==> config.mk <==
export PLATFORM = sky130hd
export DESIGN_NAME = fetch_ctl
export DESIGN_NICKNAME = d
export VERILOG_FILES = /design/src/rtl/fetch_pkg.sv /design/src/rtl/fetch_buf.sv /design/src/rtl/fetch_ctl.sv
export SDC_FILE = /design/constraint.sdc
export NUM_CORES = 1
export LEC_CHECK = 0
export CAP_MARGIN = 20
export CORE_MARGIN = 4
export CORE_UTILIZATION = 31
export CTS_BUF_LIST = sky130_fd_sc_hd__clkbuf_4 sky130_fd_sc_hd__clkbuf_8
export CTS_CLUSTER_SIZE = 20
export DETAILED_ROUTE_END_ITERATION = 16
export RECOVER_POWER = 25
export SLEW_MARGIN = 20
export SYNTH_ARGS = -nofsm -noshare
export SYNTH_HDL_FRONTEND = slang
export SYNTH_SLANG_ARGS = --single-unit
export TNS_END_PERCENT = 5
==> constraint.sdc <==
create_clock -name clk -period 8.25 [get_ports clk]
set_clock_uncertainty 0.1 [all_clocks]
set_input_delay 2.475 -clock clk [delete_from_list [all_inputs] [get_ports clk]]
set_output_delay 2.475 -clock clk [all_outputs]
set_load 0.02 [all_outputs]
==> src/rtl/fetch_pkg.sv <==
// Shared types and constants for the instruction-fetch front end.
package fetch_pkg;

  localparam int XMSB = 63;

  localparam logic [31:0]   INST_NOP   = 32'h0000_0013;
  localparam logic [XMSB:0] PC_STEP    = 64'd4;
  localparam logic [XMSB:0] ALIGN_MASK = 64'd3;

  typedef enum logic [1:0] {
    IDLE    = 2'd0,
    FETCH   = 2'd1,
    DISCARD = 2'd2,
    HOLD    = 2'd3
  } fetch_state_e;

  function automatic logic [XMSB:0] align_pc(input logic [XMSB:0] pc);
    return pc & ~ALIGN_MASK;
  endfunction

endpackage

==> src/rtl/fetch_buf.sv <==
// One-entry PC/instruction holding register between fetch and decode.
module fetch_buf
  import fetch_pkg::*;
(
  input  logic          clk,
  input  logic          rst,
  input  logic          load,
  input  logic [XMSB:0] load_pc,
  input  logic [31:0]   load_inst,
  input  logic          consume,
  input  logic          clear,
  output logic          vld_p0,
  output logic [XMSB:0] pc_p0,
  output logic [31:0]   inst_p0
);

  // Stage p0: clear beats load, and a load in the consume cycle refills the entry.
  always_ff @(posedge clk) begin
    if (rst) begin
      vld_p0  <= 1'b0;
      pc_p0   <= '0;
      inst_p0 <= INST_NOP;
    end else if (clear) begin
      vld_p0 <= 1'b0;
    end else if (load) begin
      vld_p0  <= 1'b1;
      pc_p0   <= load_pc;
      inst_p0 <= load_inst;
    end else if (consume) begin
      vld_p0 <= 1'b0;
    end
  end

endmodule

==> src/rtl/fetch_ctl.sv <==
// Fetch sequencer: sequential PC generation, single-outstanding imem handshake,
// trap/branch redirect with stale-response discard and downstream flush.
module fetch_ctl
  import fetch_pkg::*;
#(
  parameter logic [XMSB:0] RESET_PC = 64'h0000_0000_0000_1000
)
(
  input  logic          clk,
  input  logic          rst,
  input  logic          trap_en,
  input  logic [XMSB:0] trap_pc,
  input  logic          br_en,
  input  logic [XMSB:0] br_pc,
  output logic          imem_req,
  output logic [XMSB:0] imem_addr,
  input  logic          imem_ack,
  input  logic [31:0]   imem_rdata,
  output logic          if_valid,
  output logic [XMSB:0] if_pc,
  output logic [31:0]   if_inst,
  input  logic          if_ready,
  output logic          flush
);

  fetch_state_e  state;
  logic [XMSB:0] fetch_pc;
  logic [XMSB:0] pend_pc;

  logic          redirect;
  logic [XMSB:0] redir_pc;
  logic          buf_vld;
  logic          buf_load;
  logic          buf_consume;
  logic          buf_free;
  logic          fetch_on;

  always_comb begin
    redirect = trap_en | br_en;
    redir_pc = align_pc(trap_en ? trap_pc : br_pc);
  end

  // A redirect in this cycle hides the held word so nothing younger slips into decode.
  assign if_valid    = buf_vld & ~redirect;
  assign buf_consume = if_valid & if_ready;
  assign buf_free    = ~buf_vld | buf_consume;
  assign buf_load    = (state == FETCH) & imem_ack & ~redirect;
  // Back-to-back fetch only when decode is taking words; it keeps if_ready for the word it enabled.
  assign fetch_on    = buf_free & if_ready;
  assign imem_addr   = fetch_pc;

  fetch_buf u_buf (
    .clk       (clk),
    .rst       (rst),
    .load      (buf_load),
    .load_pc   (fetch_pc),
    .load_inst (imem_rdata),
    .consume   (buf_consume),
    .clear     (redirect),
    .vld_p0    (buf_vld),
    .pc_p0     (if_pc),
    .inst_p0   (if_inst)
  );

  always_ff @(posedge clk) begin
    if (rst) begin
      state    <= IDLE;
      fetch_pc <= RESET_PC;
      imem_req <= 1'b0;
      flush    <= 1'b0;
    end else begin
      flush <= redirect;
      unique case (state)
        IDLE: begin
          if (redirect) begin
            fetch_pc <= redir_pc;
            state    <= FETCH;
            imem_req <= 1'b1;
          end else if (buf_free) begin
            state    <= FETCH;
            imem_req <= 1'b1;
          end
        end
        FETCH: begin
          if (imem_ack) begin
            if (redirect) begin
              fetch_pc <= redir_pc;
              state    <= FETCH;
              imem_req <= 1'b1;
            end else begin
              fetch_pc <= fetch_pc + PC_STEP;
              if (fetch_on) begin
                state    <= FETCH;
                imem_req <= 1'b1;
              end else begin
                state    <= HOLD;
                imem_req <= 1'b0;
              end
            end
          end else if (redirect) begin
            // The bus address must stay put until the stale ack; park the target.
            pend_pc <= redir_pc;
            state   <= DISCARD;
          end
        end
        DISCARD: begin
          if (imem_ack) begin
            fetch_pc <= redirect ? redir_pc : pend_pc;
            state    <= FETCH;
            imem_req <= 1'b1;
          end else if (redirect) begin
            pend_pc <= redir_pc;
          end
        end
        HOLD: begin
          if (redirect) begin
            fetch_pc <= redir_pc;
            state    <= FETCH;
            imem_req <= 1'b1;
          end else if (if_ready) begin
            state    <= FETCH;
            imem_req <= 1'b1;
          end
        end
      endcase
    end
  end

endmodule

Yosys cells after proc, flatten, opt, wreduce, memory -nomap -nowiden:

Index checks and enable logic that the tools add are counted.

* register bits: 229
* logic and storage cells: 67

* eq/ne operators: 9
* reductions and logical operators: 10
* muxes and demuxes: 28
* add/subtract/negate cells: 1
* bitwise logic cells: 11

Operators with widths (count)
* $mux W64: 6
* $pmux W64 S3: 1
* $add A64 B3 Y64 const B: 1
* $mux W2: 9
* $mux W1: 10
* $ne A3 B3 Y1 const B: 3
* $pmux W2 S4: 1
* $reduce_and A4 Y1: 2
* $reduce_and A3 Y1: 2
* $reduce_or A2 Y1: 3
* $and A1 B1 Y1: 5
* $eq A2 B2 Y1 const B: 2
* $ne A2 B2 Y1 const B: 2
* $not A1 Y1: 4
* $pmux W1 S4: 1
* $eq A2 B1 Y1 const B: 1
* $logic_not A2 Y1: 1
* $ne A2 B1 Y1 const B: 1
* $or A1 B1 Y1: 2
* $reduce_and A2 Y1: 1
* $reduce_bool A2 Y1: 1

Logic depth before layout (Yosys ltp):

Gate-level depths: netlist of the first run.

* word-level depth: 10
* depth in mapped cells: 10
* mapped depth without buffers: 8

Hierarchy:

From an unflattened synthesis of the first run, not the netlist that was laid out.

* cells, all modules: 1411
* area, all modules: 13002.5 µm²

By module, submodules not included
* fetch_ctl: cells an instance 971, sequential area each 3283.1 µm², instances 1, area an instance 8549.4 µm²
* fetch_buf: cells an instance 440, sequential area each 1941.9 µm², instances 1, area an instance 4453.0 µm²

Worst setup path before layout of the first run:

OpenSTA, ideal clock, no wires.

* kind: input to register
* start: input rst
* end: register pend_pc[0] (enable)
* setup time: 0.578 ns
* path slack: -0.013 ns
* arrival: 7.585 ns
* path buffers: 2
* stages on the path: 3
* path through: buf_1 > clkbuf_1 > nor3b_1

* cells in the longest elaborated chain, start to end: 2

RTL lines
* start, declared: line fetch_ctl.sv:10 `input logic rst,`
* $not A1 Y1 (no line)
* $reduce_and A3 Y1 (no line)
* end signal, assigned: line fetch_ctl.sv:102 `pend_pc <= redir_pc;`
* end signal, assigned: line fetch_ctl.sv:112 `pend_pc <= redir_pc;`
* end, declared: line fetch_ctl.sv:28 `logic [XMSB:0] pend_pc;`

No other way between the ends.
A chain may end at the register's enable or synchronous reset.

Final worst setup path of the first run:

* start: input br_en
* end: output if_valid

* cells in the longest elaborated chain, start to end: 3

RTL lines
* start, declared: line fetch_ctl.sv:13 `input logic br_en,`
* $or A1 B1 Y1: line fetch_ctl.sv:39 `redirect = trap_en | br_en;`
* $not A1 Y1 (no line)
* $and A1 B1 Y1: line fetch_ctl.sv:44 `assign if_valid = buf_vld & ~redirect;`
* end, declared: line fetch_ctl.sv:19 `output logic if_valid,`

No other way between the ends.

==> results.rst, run 1 <==
.. list-table::
   :header-rows: 1

   * - Metric
     - Value
   * - Post-synthesis register bit count
     - 229
   * - Cells taking the most area after synthesis
     - sky130_fd_sc_hd__dfxtp_1 (28%), sky130_fd_sc_hd__edfxtp_1 (16%), sky130_fd_sc_hd__nand2_1 (9.1%), sky130_fd_sc_hd__a21oi_1 (6.5%), sky130_fd_sc_hd__o21a_1 (5.6%)
   * - Post-synth EDFFs
     - 64
   * - RR Endpoint
     - imem_addr[61]
   * - Width of the die
     - 204 um
   * - Number of placement rows
     - 71
   * - CORE AREA
     - 37800 um^2
   * - Leading area contributor after synthesis
     - sky130_fd_sc_hd__dfxtp_1
   * - Post-synthesis net count
     - 1575
   * - Die area
     - 41500 um^2
   * - Leading cell types in the layout, fill and taps excluded
     - sky130_fd_sc_hd__nand2_1 (288), sky130_fd_sc_hd__clkdlybuf4s50_1 (276), sky130_fd_sc_hd__dfxtp_1 (165)
   * - Violations in the final reports
     - max-capacitance violations, max-slew violations
   * - Residual antenna-violating net count after detailed routing
     - 0
   * - Share of the synthesized area in the top cell type
     - 0.278
   * - GPL Wtd Cong
     - 0.765
   * - Total iterations of the first detailed-routing run
     - 5
   * - Max FO, Critical Path
     - 7
   * - Classification of the worst-slack hold path
     - reg2reg
   * - Wire length of the first global-routing pass
     - 63100 um
   * - Routed wire length per instance
     - 18.4 um
   * - Overflow left after global routing
     - 0
   * - Most common cell after layout, fill and taps aside
     - sky130_fd_sc_hd__nand2_1
   * - Detailed Route Iter0 Violations
     - 687
   * - Vias/cell
     - 5.17
   * - Max-slew violation count
     - 101
   * - Fin Setup TNS
     - 0 ps
   * - Top-level port count
     - 329
   * - Clk pin slew, worst setup/hold paths
     - 50 ps
   * - Worst skew pair latency
     - 560 ps
   * - CTS-repair resized insts
     - 0
   * - Dominant register cell in the synthesized netlist
     - sky130_fd_sc_hd__dfxtp_1
   * - FF-to-FF Start
     - state[1]
   * - Master cell of the clock root buffer
     - sky130_fd_sc_hd__clkbuf_8
   * - Mean area per synthesized cell
     - 8.45 um^2
   * - Count of input and output buffers
     - 324
   * - Slowest library cell on the worst path
     - sky130_fd_sc_hd__dlygate4sd3_1
   * - Critical Path Source Type
     - primary input
   * - CTS max path bufs
     - 3
   * - Total routed wirelength
     - 40700 um
   * - Setup-failing EPs final
     - 0
   * - Overall global routing resource usage
     - 0.188
   * - Worst Reg-to-Reg Cells
     - 8
   * - Total power of the final layout
     - 3.29 mW
   * - Post-CTS setup repair buffer count
     - 0
   * - Share of synthesized flip-flops with an asynchronous set or reset
     - 0
   * - Maximum number of pins on one net before global-route repair
     - 88
   * - WP data arrival
     - 4070 ps
   * - Starting Density
     - 0.314
   * - Antenna violations before repair
     - 0
   * - Sum of buffers and inverters on the critical path
     - 2
   * - Share of final-layout standard cells stronger than drive strength 1
     - 0.0720
   * - Number of instances on the worst hold path
     - 2
   * - Count of distinct cell types in the synthesized netlist
     - 56
   * - Max-capacitance violation count
     - 3
   * - Crit share post-route
     - 0.805
   * - Endpoint type of the worst setup path
     - output port
   * - Type of the setup path with the least slack
     - in2out
   * - Pwr dens
     - 200 nW/um^2
   * - Hold violation count in the final report
     - 0
   * - Leakage
     - 5.88 nW
   * - H-tree levels
     - 2
   * - Total vias in the final route
     - 11.5k
   * - Required @ worst endpoint
     - 5680 ps
   * - HPWL after detailed placement
     - 27200 um
   * - Cell count after synthesis
     - 1404
   * - Peak VDD IR
     - 0.117 mV
   * - Sequential area share after synthesis
     - 0.440
   * - Measured slew at the worst slew-check pin
     - 2280 ps
   * - Run status
     - complete, but fails checks
   * - Endpoint of the worst hold path
     - u_buf.pc_p0[61]
   * - CP delay by family, top
     - buffers and inverters
   * - Worst Min Path Start
     - u_buf.pc_p0[61]
   * - Unrepaired setup endpoints after global routing
     - false
   * - Number of hold-repair buffers added at the cts stage
     - 0
   * - Syn-to-layout area delta
     - 38.5%
   * - Relative max-transition margin
     - -0.517
   * - Final net count
     - 1842
   * - Via count of the first global-routing pass
     - 11.0k
   * - Clock sinks
     - 229
   * - Antenna cell count
     - 0
   * - Clock tree from TritonCTS
     - built
   * - Critical path's largest stage delay
     - 690 ps
   * - List of cells traversed by the critical path
     - dlygate4sd3_1 -> nor2_4 -> and2_1 -> clkdlybuf4s50_1
   * - Tmin final
     - 6650 ps
   * - Area of the mapped netlist
     - 11900 um^2
   * - Maximum clock frequency
     - 0.150 GHz
   * - Number of warnings issued by yosys
     - 0
   * - R2R Setup Slk
     - 4430 ps
   * - DIE HEIGHT
     - 204 um
   * - Number of clock buffers inserted by TritonCTS
     - 45
   * - DRC violations left
     - 0
[kinds of logic (layout without fill, tap and decap cells)]
logic type / count (synthesis) / after routing / synth area share
adders and majority gates: 5 / 5 / 0.00527
AOI/OAI and AO/OA: 426 / 426 / 0.232
muxes: 64 / 64 / 0.0542
xor gates and xnor gates: 37 / 37 / 0.0273
and+or+nand+nor: 512 / 512 / 0.197
DFF: 229 / 229 / 0.440
buffers and inverters: 131 / 435 / 0.0443
[tightest hold or removal path: stages (launching register included)]
cell and delay [ps]:
sky130_fd_sc_hd__dfxtp_1 300, sky130_fd_sc_hd__nand2_1 50, sky130_fd_sc_hd__a21oi_1 50
[area by class of cell]
| cell class | instances | area, um^2 |
|---|---|---|
| Fill cell | 3735 | 21300 |
| Multi-Input combinational cell | 1044 | 6160 |
| Sequential cell | 229 | 5230 |
| Timing Repair Buffer | 338 | 3340 |
| Clock buffer | 82 | 1010 |
| Tap cell | 511 | 639 |
| Inverter | 13 | 48.8 |
| Clock inverter | 2 | 12.5 |
[worst max path at each step]
stage,startpoint,end,depth (start not counted)
5_1_grt,br_en,if_valid,4
6_report,br_en,if_valid,4
3_3_place_gp,br_en,if_valid,4
2_1_floorplan,rst,pend_pc[0],3
3_5_place_dp,br_en,if_valid,4
4_1_cts,br_en,if_valid,4
[cells in the mapped netlist (all sizes together), types with 2 or more instances]
library cell	number
a2111oi	2
a211o	3
a211oi	41
a21boi	3
a21o	13
a21oi	155
a221oi	11
a22oi	2
a31oi	8
and2	5
and3	10
and4	7
buf	35
clkbuf	83
dfxtp	165
edfxtp	64
ha	5
inv	13
mux2	2
mux2i	62
nand2	288
nand2b	8
nand3	27
nand3b	3
nand4	23
nand4b	2
nor2	82
nor3	30
nor4	21
o211ai	15
o21a	88
o21ai	50
o21bai	2
o22ai	2
o311ai	18
o31a	10
or2	3
xnor2	30
xor2	7
[power by group]
group	switching [mW]	internal, mW	total, mW
registers	0.112	1.24	1.35
clock network	0.499	0.760	1.26
logic	0.369	0.313	0.683
total	0.981	2.31	3.29
[registers in the layout (all words and copies together) (netlist names)]
name and flops:
state 2, u_buf.inst_p0 32, u_buf.pc_p0 64, pend_pc 64, flush 1, imem_req 1, imem_addr 64, u_buf.vld_p0 1
[routing by layer]
| metal | wire length (um) | GRT usage |
|---|---|---|
| met5 | 0 | 0 |
| met4 | 829 | 0.0528 |
| met3 | 2410 | 0.0363 |
| met2 | 19900 | 0.320 |
| met1 | 17500 | 0.244 |
[through the flow]
stage | instance area (um^2) | hold WS (ps) | setup slack, ps | cells | utilization
after floorplan | 11900 | 388 | 2280 | 1404 | -
after global placement | 15400 | 342 | 1620 | 2135 | 0.409
after detailed placement | 15400 | 346 | 1620 | 2135 | 0.409
after CTS | 16500 | 353 | 1600 | 2219 | 0.436
after global routing | 16400 | 363 | 1490 | 2219 | 0.435
final | 16400 | 347 | 1600 | 2219 | 0.435
Note: power is estimated with default switching activity, not from simulation.
==> run 2, diff against run 1 <==
- clock period: 8.25 -> 5.8 ns (I/O delays scaled with it)
==> run 2 against run 1 <==
Effect of this change:
- the run still ends with max-capacitance violations, max-slew violations left
- design area is essentially flat
- core utilization is essentially flat
- via count grew 0.12%
- die area is the same
- critical path type unchanged
- largest cell class unchanged
==> results.rst, run 2 (same netlist as run 1, synthesis figures left out) <==
.. list-table::
   :header-rows: 1

   * - Metric
     - Value
   * - Clk pin slew, worst setup/hold paths
     - 60 ps
   * - Final net count
     - 1846
   * - Max-slew violation count
     - 167
   * - Max-capacitance violation count
     - 4
   * - Non-filler instance count after layout
     - 2220
   * - Antenna cell count
     - 0
   * - Pwr dens
     - 283 nW/um^2
   * - CTS max path bufs
     - 3
   * - Combinational cell fraction of total power
     - 0.211
   * - Maximum number of pins on one net before global-route repair
     - 70
   * - Measured slew at the worst slew-check pin
     - 3390 ps
   * - Minimum setup slack after placement
     - 865 ps
   * - H-tree levels
     - 2
   * - Most common cell after layout, fill and taps aside
     - sky130_fd_sc_hd__clkdlybuf4s50_1
   * - Non-Filler Cell Area, Final
     - 16400 um^2
   * - Residual antenna-violating net count after detailed routing
     - 0
   * - Routed wire length per instance
     - 18.6 um
   * - Clock sinks
     - 229
   * - Overall global routing resource usage
     - 0.189
   * - Top-level port count
     - 329
   * - Number of placement rows
     - 71
   * - Worst-case setup margin in the final layout
     - 759 ps
   * - Number of hold-repair buffers added at the cts stage
     - 0
   * - Switching power
     - 1.41 mW
   * - Total vias in the final route
     - 11.5k
   * - Critical path's largest stage delay
     - 610 ps
   * - Vias/cell
     - 5.17
   * - Hold violation count in the final report
     - 0
   * - Worst skew pair latency
     - 560 ps
   * - List of cells traversed by the critical path
     - dlygate4sd3_1 -> nor2_4 -> and2_1 -> clkdlybuf4s50_1
   * - Share of final-layout standard cells stronger than drive strength 1
     - 0.0714
   * - Hold Worst Slack
     - 349 ps
   * - Sum of buffers and inverters on the critical path
     - 2
   * - CORE AREA
     - 37800 um^2
   * - Syn-to-layout area delta
     - 38.6%
   * - Via count of the first global-routing pass
     - 11.0k
   * - Post-CTS setup repair buffer count
     - 0
   * - Antenna violations before repair
     - 0
   * - CP delay by family, top
     - buffers and inverters
   * - Width of the die
     - 204 um
   * - Relative max-transition margin
     - -1.26
   * - Internal power summed over all cells
     - 3.25 mW
   * - Cell Count Post-Placement
     - 2140
   * - Number of clock buffers inserted by TritonCTS
     - 44
   * - Total power of the final layout
     - 4.66 mW
   * - Fin Setup TNS
     - 0 ps
   * - Violations in the final reports
     - max-capacitance violations, max-slew violations
   * - Maximum clock frequency
     - 0.198 GHz
   * - Overflow left after global routing
     - 0
   * - Peak VDD IR
     - 0.167 mV
   * - Setup-failing EPs final
     - 0
   * - Detailed Route Iter0 Violations
     - 696
   * - GPL Wtd Cong
     - 0.754
   * - Slowest library cell on the worst path
     - sky130_fd_sc_hd__clkdlybuf4s50_1
   * - Clock power frac
     - 0.378
   * - Leakage
     - 5.78 nW
   * - Classification of the worst-slack hold path
     - reg2reg
   * - Switching Share
     - 0.302
   * - Placed instance area
     - 15500 um^2
   * - CTS-repair resized insts
     - 0
   * - Wire length of the first global-routing pass
     - 63300 um
   * - Tmin final
     - 5040 ps
   * - Crit share post-route
     - 0.869
   * - Leading cell types in the layout, fill and taps excluded
     - sky130_fd_sc_hd__clkdlybuf4s50_1 (304), sky130_fd_sc_hd__nand2_1 (288), sky130_fd_sc_hd__dfxtp_1 (165)
   * - Master cell of the clock root buffer
     - sky130_fd_sc_hd__clkbuf_8
   * - Endpoint type of the worst setup path
     - output port
   * - Clock tree from TritonCTS
     - built
   * - Unrepaired setup endpoints after global routing
     - false
   * - Max FO, Critical Path
     - 2
   * - HPWL after detailed placement
     - 27900 um
   * - Run status
     - complete, but fails checks
   * - Die area
     - 41500 um^2
   * - Total iterations of the first detailed-routing run
     - 5
   * - DIE HEIGHT
     - 204 um
   * - Required @ worst endpoint
     - 3960 ps
   * - DRC violations left
     - 0
   * - Count of input and output buffers
     - 324
   * - Total routed wirelength
     - 41300 um
   * - Type of the setup path with the least slack
     - in2out
   * - Starting Density
     - 0.314
   * - Critical Path Source Type
     - primary input
   * - Post-route core utilization
     - 0.436
   * - WP data arrival
     - 3200 ps
   * - Sequential cell fraction of total power
     - 0.411
==> run 2: cell types whose count changed in the layout (fill, tap and decap cells not counted), sizes merged, moves of 2 or more <==
cell and delta:
dlygate4sd3 -28, clkbuf -7, buf +4, clkdlybuf4s50 +28, clkinv +2
==> run 2: final timing paths <==
| path | to | from | cells after the start | slack, ps |
|---|---|---|---|---|
| worst max-delay path | if_valid | br_en | 4 | 760 |
| worst min-delay path | u_buf.pc_p0[5] | u_buf.pc_p0[5] | 2 | 350 |
| worst max register to register | u_buf.pc_p0[58] | state[1] | 7 | 1730 |
| worst min register to register | u_buf.pc_p0[5] | u_buf.pc_p0[5] | 2 | 350 |
==> run 2: area by class of cell <==
cell class	instances	area, um^2
Sequential cell	229	5230
Multi-Input combinational cell	1044	6150
Fill cell	3713	21300
Clock buffer	74	918
Clock inverter	6	60.1
Tap cell	511	639
Inverter	13	48.8
Timing Repair Buffer	343	3410
==> run 2: per-layer routing <==
metal / vias to the layer above / GRT usage / part of all wire
met5: - / 0 / 0
met4: 0 / 0.0535 / 0.021
met3: 67 / 0.0345 / 0.059
met2: 363 / 0.324 / 0.49
met1: 5454 / 0.244 / 0.43
li1: 5593 / - / -
==> run 2: tightest hold or removal path, cell delays in order, from the launching register on <==
cell,delay (ps)
sky130_fd_sc_hd__dfxtp_1,300
sky130_fd_sc_hd__nand2_1,50
sky130_fd_sc_hd__a21oi_1,50
==> run 2: power by group through the flow <==
stage / combinational [mW] / clock, mW / sequential (mW)
floorplan: 0.503 / 0 / 1.97
global route: 1.07 / 1.90 / 1.93
finish: 0.983 / 1.76 / 1.92
detailed placement: 0.993 / 0 / 1.95
CTS: 0.997 / 1.82 / 1.91
global placement: 0.977 / 0 / 1.94
